===== src/rtl/seg_display_arbiter.sv =====
// Two-requester arbiter for a 4-digit multiplexed 7-segment display.
// Build option SEG_BLANK_GAP_EN inserts one blank frame between owners.
module seg_display_arbiter #(
  parameter int REFRESH_DIV = 10000,
  parameter int HOLD_FRAMES = 50
) (
  input  logic        origin_clk,
  input  logic        rst_n,
  input  logic        req0,
  input  logic        req1,
  input  logic [31:0] data0,
  input  logic [31:0] data1,
  output logic        gnt0,
  output logic        gnt1,
  output logic [7:0]  seg,
  output logic [3:0]  an
);

  // state | meaning
  // IDLE  | no owner, display blank
  // OWN0  | requester 0 drives the digits
  // OWN1  | requester 1 drives the digits
  // GAP   | one blank frame between owners (SEG_BLANK_GAP_EN only)
`ifdef SEG_BLANK_GAP_EN
  typedef enum logic [1:0] {IDLE, OWN0, OWN1, GAP} state_t;
`else
  typedef enum logic [1:0] {IDLE, OWN0, OWN1} state_t;
`endif

  localparam logic [15:0] DIV_LAST = 16'(REFRESH_DIV - 1);
  localparam logic [7:0]  HOLD_MIN = 8'(HOLD_FRAMES);

  state_t      state, state_next;
  logic [15:0] div;
  logic [1:0]  idx;
  logic [1:0]  idx_next;
  logic [7:0]  hold;
  logic        tick;
  logic        frame_end;
  logic        blank;
  logic [31:0] owner_data;
  logic [7:0]  owner_byte;

`ifdef SEG_BLANK_GAP_EN
  state_t target, target_next;
`endif

  assign tick      = (div == DIV_LAST);
  assign idx_next  = idx + 2'd1;
  assign frame_end = tick && (idx == 2'd3);

  function automatic state_t idle_pick(input logic r0, input logic r1);
    if (r1)
      return OWN1;
    else if (r0)
      return OWN0;
    else
      return IDLE;
  endfunction

  always_ff @(posedge origin_clk or negedge rst_n) begin
    if (!rst_n) begin
      div <= '0;
      idx <= '0;
    end else if (tick) begin
      div <= '0;
      idx <= idx_next;
    end else begin
      div <= div + 16'd1;
    end
  end

  always_ff @(posedge origin_clk or negedge rst_n) begin
    if (!rst_n) begin
      state <= IDLE;
    end else begin
      state <= state_next;
    end
  end

`ifdef SEG_BLANK_GAP_EN
  always_ff @(posedge origin_clk or negedge rst_n) begin
    if (!rst_n) begin
      target <= IDLE;
    end else begin
      target <= target_next;
    end
  end
`endif

  always_comb begin
    state_next = state;
`ifdef SEG_BLANK_GAP_EN
    target_next = target;
`endif
    if (frame_end) begin
      case (state)
        IDLE: state_next = idle_pick(req0, req1);
        OWN0: begin
          if (!req1 && !req0) begin
            state_next = IDLE;
          end else if (req1 && (!req0 || hold >= HOLD_MIN)) begin
`ifdef SEG_BLANK_GAP_EN
            state_next  = GAP;
            target_next = OWN1;
`else
            state_next = OWN1;
`endif
          end
        end
        OWN1: begin
          if (!req1 && !req0) begin
            state_next = IDLE;
          end else if (req0 && (!req1 || hold >= HOLD_MIN)) begin
`ifdef SEG_BLANK_GAP_EN
            state_next  = GAP;
            target_next = OWN0;
`else
            state_next = OWN0;
`endif
          end
        end
`ifdef SEG_BLANK_GAP_EN
        GAP: begin
          if ((target == OWN1 && req1) || (target == OWN0 && req0))
            state_next = target;
          else
            state_next = idle_pick(req0, req1);
        end
`endif
        default: state_next = IDLE;
      endcase
    end
  end

  // Hold clears on any ownership change and counts frames spent as owner.
  always_ff @(posedge origin_clk or negedge rst_n) begin
    if (!rst_n) begin
      hold <= '0;
    end else if (frame_end) begin
      if (state_next != state)
        hold <= '0;
      else if ((state == OWN0 || state == OWN1) && hold != 8'hFF)
        hold <= hold + 8'd1;
    end
  end

  // Digits follow the incoming owner so the new grant and its first digit line up.
  always_comb begin
    blank      = 1'b1;
    owner_data = data0;
    if (state_next == OWN0) begin
      blank      = 1'b0;
      owner_data = data0;
    end else if (state_next == OWN1) begin
      blank      = 1'b0;
      owner_data = data1;
    end
  end

  assign owner_byte = owner_data[{idx_next, 3'b000} +: 8];

  always_ff @(posedge origin_clk or negedge rst_n) begin
    if (!rst_n) begin
      an   <= 4'b1111;
      seg  <= 8'hFF;
      gnt0 <= 1'b0;
      gnt1 <= 1'b0;
    end else begin
      gnt0 <= (state_next == OWN0);
      gnt1 <= (state_next == OWN1);
      if (tick) begin
        an  <= blank ? 4'b1111 : ~(4'b0001 << idx_next);
        seg <= blank ? 8'hFF : owner_byte;
      end
    end
  end

endmodule

===== config.mk =====
export PLATFORM = sky130hd
export DESIGN_NAME = seg_display_arbiter
export DESIGN_NICKNAME = d
export VERILOG_FILES = /design/src/rtl/seg_display_arbiter.sv
export SDC_FILE = /design/constraint.sdc
export NUM_CORES = 1
export LEC_CHECK = 0
export BUFFER_PORTS_ARGS = -buffer_cell sky130_fd_sc_hd__buf_2
export CAP_MARGIN = 20
export CORE_ASPECT_RATIO = 1.1
export CORE_MARGIN = 2
export CORE_UTILIZATION = 35
export CTS_CLUSTER_SIZE = 16
export DETAILED_ROUTE_END_ITERATION = 16
export PLACE_DENSITY = 0.58
export SLEW_MARGIN = 25
export SYNTH_ARGS = -nofsm -noshare
export SYNTH_HDL_FRONTEND = slang
export SYNTH_SLANG_ARGS = --single-unit

===== constraint.sdc =====
create_clock -name origin_clk -period 3.7 [get_ports origin_clk]
set_input_delay 0.185 -clock origin_clk [delete_from_list [all_inputs] [get_ports origin_clk]]
set_output_delay 0.185 -clock origin_clk [all_outputs]
set_load 0.03 [all_outputs]

==> parameters.txt <==
Parameter                              Value

Power and ir drop
  Leak ... 1.54 nW
  Power Internal ... 0.000808 W
  Switching power total ... 0.000246 W
  Switching part of the total ... 23.3%
  Final Power ... around 0.0011 W
  Worst voltage drop across the vdd grid ... 0.000147 V
  Portion of total power attributed to the clock network ... 41.8%
  Ratio of total power to cell area ... ~300 nW/µm²
  Sequential group share of total power ... 44.4%
  Combinational power share ... 13.8%

Critical path
  Data arrival, critical path ... 3.63 ns
  Crit start category ... register
  Cell-by-cell trace of the critical path ... or4_4, nor4b_4, nand2_2, o21ai_0, o31a_1, inv_1, ha_1, nor2b_2, buf_12, mux4_2, o21ai_0, a31oi_1
  Largest driver fanout on the critical path ... 16
  Max stage delay on crit path ... 0.60 ns
  Kind of cell adding the most delay to the critical path ... simple AND/OR/NAND/NOR gates
  Setup crit end kind ... register
  Slowest cell on the critical path ... or4_4
  Crit Path Class ... reg -> reg
  Buffer and inverter count on the worst path ... 2
  Data required time of the worst path ... about 3.9 ns
  Cell seen most often among critical-path stages ... o21ai_0

Synth
  Async S/R FF share, synth ... 100%
  Yosys warns ... 0
  Sequential-to-total area share from yosys stat ... 37.0%
  Total of flip-flops plus latches after synthesis ... 42
  Mapped Nets ... 361
  Synth unique cells ... 55
  Gate Count Post-Synth ... ~280
  Primary FF master, synth ... dfrtp_1
  Top cell type by total area after synthesis ... dfrtp_1
  Leading post-synthesis cells by cell area ... dfrtp_1, mux4_2, dfstp_2, ha_1, nor2_1
  Avg Cell Area, Syn ... 10.3 µm²
  Synth top area share ... 26.0%
  Synth Cell Area ... 2880 µm²
  Count of flip-flops with a built-in enable after synthesis ... 0

Global routing
  Pin count of the biggest net entering global routing ... between 40 and 50
  Congestion Overflow GR ... 0
  Global-route wire length before repair ... approximately 11000 µm
  Antenna violations before repair ... 0
  Global-route usage over all layers ... 15.5%
  Via count of the first global-routing pass ... 2471

Worst hold path
  Class of the worst hold path ... in -> async

Detailed routing
  DRC ... 0
  Routed wire length ... between 6000 and 7000 µm
  Post-DRT Antenna Nets ... 0
  Vias per inst ... 5.23
  Vias post-DR ... around 2400
  Drt first pass iters ... 4
  Routed wire length per instance ... about 14 µm
  Starting DRC count in detailed routing ... 134

Timing
  Post-layout minimum cycle time ... 3.42 ns
  Unrepaired setup endpoints after global routing ... no
  Top achievable clock speed ... between 200 and 300 MHz
  Slew Viols, Final ... 0
  Setup violations, final ... 0
  Final period util ... 92.5%
  Fin. Hold Viols ... 0
  Worst-Margin Slew ... approximately 0.60 ns
  Rel. slew slack ... 60.2%
  Largest clock skew in the final design ... 0.00616 ns
  Setup TNS Final ... 0 ns
  PnR worst setup slack ... 0.278 ns

Floorplanning
  Chip Height ... 99.2 µm
  Site Rows ... 34
  Total die area ... about 9000 µm²
  Initial standard-cell utilization of the core ... 36.2%
  Total I/O pin count ... 82
  Die width ... 90.5 µm
  Core area ... between 7000 and 8000 µm²

Clocking
  TritonCTS clock tree ... done
  Root buffer selected by CTS ... clkbuf_8
  Number of clock buffers inserted by TritonCTS ... 5
  Clock latency at the later pin of the worst-skew pair ... 0.30 ns
  Number of clock sinks seen by CTS ... 42
  Clock transition at the register clock pins on the worst setup and hold paths after CTS ... ~0.090 ns
  H-tree levels ... 2
  Max Buffers Root-to-Sink ... 2

Finish
  Fraction of final layout cells with drive strength greater than 1 ... 38.0%
  Layout Cells excl Fill ... 466
  Diodes inserted ... 0
  Area growth from synthesis to final layout ... 23.0%
  Final net count ... approximately 440
  Fraction of the core area covered by cells at the end of the flow ... 44.6%

Place
  Buffers on Ports ... 81
  Pre-CTS WS ... 0.275 ns
  Detailed-placement wirelength estimate ... 5180 µm
  RePlAce Congestion ... 0.833
  Post-placement cell count ... 456

Run status
  Outcome ... completed

Run
  Max cap viols ... 0
## synthesized netlist by cell type (3+ instances only)
library cell,count
o21ai_0,9
xor2_1,5
nand3_1,14
mux2i_1,10
buf_1,3
clkbuf_1,4
o2111ai_1,4
a31oi_1,12
xnor2_1,10
nor2b_1,3
nand4_1,11
buf_2,5
dfstp_2,12
nand2_1,17
nand4b_1,3
nor3_1,5
dfrtp_1,30
inv_1,14
nor2_1,34
a41oi_1,3
ha_1,14
mux4_2,15
## logic make-up after synthesis
| family | share of synthesized area, % |
|---|---|
| AO/OA/AOI/OAI | 11.3 |
| XOR/XNOR | 4.56 |
| adder cells (fa/ha/maj) | 6.08 |
| buffers and inverters | 4.90 |
| flip-flops | 37.0 |
| multiplexers | 16.0 |
| AND/OR/NAND/NOR | 20.2 |
## sequential cells by signal, summed over array words and instances, names as in the netlist
name	cells
div	16
hold	8
seg	8
an	4
idx	2
state	2
gnt0	1
gnt1	1
## area by class of cell
class / count / area (µm²)
clock buffer: 5 / 68.8
timing repair buffer: 87 / 468
clock inverter: 3 / 68.8
inverter: 14 / 52.6
sequential: 42 / 1070
fill: 779 / 4410
multi-input combinational: 207 / 1690
tap: 108 / 135
## worst paths after layout
kind | to | from | cells past startpoint | slack, ns
min | hold[2]$_DFFE_PN0P_ | rst_n | 2 | 0.41
min reg2reg | div[15]$_DFF_PN0_ | div[15]$_DFF_PN0_ | 1 | 0.48
max in group asynchronous | div[6]$_DFF_PN0_ | rst_n | 2 | 2.90
max | seg[7]$_DFFE_PN1N_ | div[11]$_DFF_PN0_ | 12 | 0.28
max reg2reg | seg[7]$_DFFE_PN1N_ | div[11]$_DFF_PN0_ | 12 | 0.28
min in group origin_clk | seg[5]$_DFFE_PN1N_ | data0[21] | 4 | 0.43
## cells in the final DEF (no fill, tap or decap), drive strengths merged, types with 10 or more instances in the layout
master and count:
buf 86, dfrtp 30, dfstp 12, nand3 14, mux4 15, xnor2 10, ha 14, nand2 18
a31oi 12, nand4 11, inv 14, nor2 34, o21ai 12, mux2i 10
## power groups by stage
stage	registers, W	logic [W]	clock network (W)
floorplan	0.000477	0.0000838	0
global placement	0.000476	0.000144	0
detailed placement	0.000476	0.000146	0
CTS	0.000468	0.000146	0.000454
global route	0.000469	0.000162	0.000476
finish	0.000468	0.000146	0.000441
## per-stage QoR
| step | instance area (µm²) | hold slack (ns) |
|---|---|---|
| finish | 3550 | 0.413 |
| global placement | 3390 | 0.395 |
| detailed placement | 3390 | 0.390 |
| floorplan | 2880 | -0.111 |
| CTS | 3530 | 0.0572 |
| global route | 3550 | 0.454 |
## what timing repair did
item	4_1_cts	5_1_grt
hold buffers	0	1
setup endpoints to repair	0	4
gates resized for setup	0	1
setup buffers	0	1
hold endpoints to repair	0	30
## routing by layer
| layer | vias to the layer above | global-route usage, % | routed length, µm |
|---|---|---|---|
| met4 | 0 | 5.56 | 72 |
| met3 | 4 | 3.41 | 461 |
| li1 | 1187 | - | - |
| met1 | 1148 | 18.1 | 2780 |
| met2 | 98 | 28.1 | 3360 |
| met5 | - | 0 | 0 |
Power figures use the tool's default switching activity.
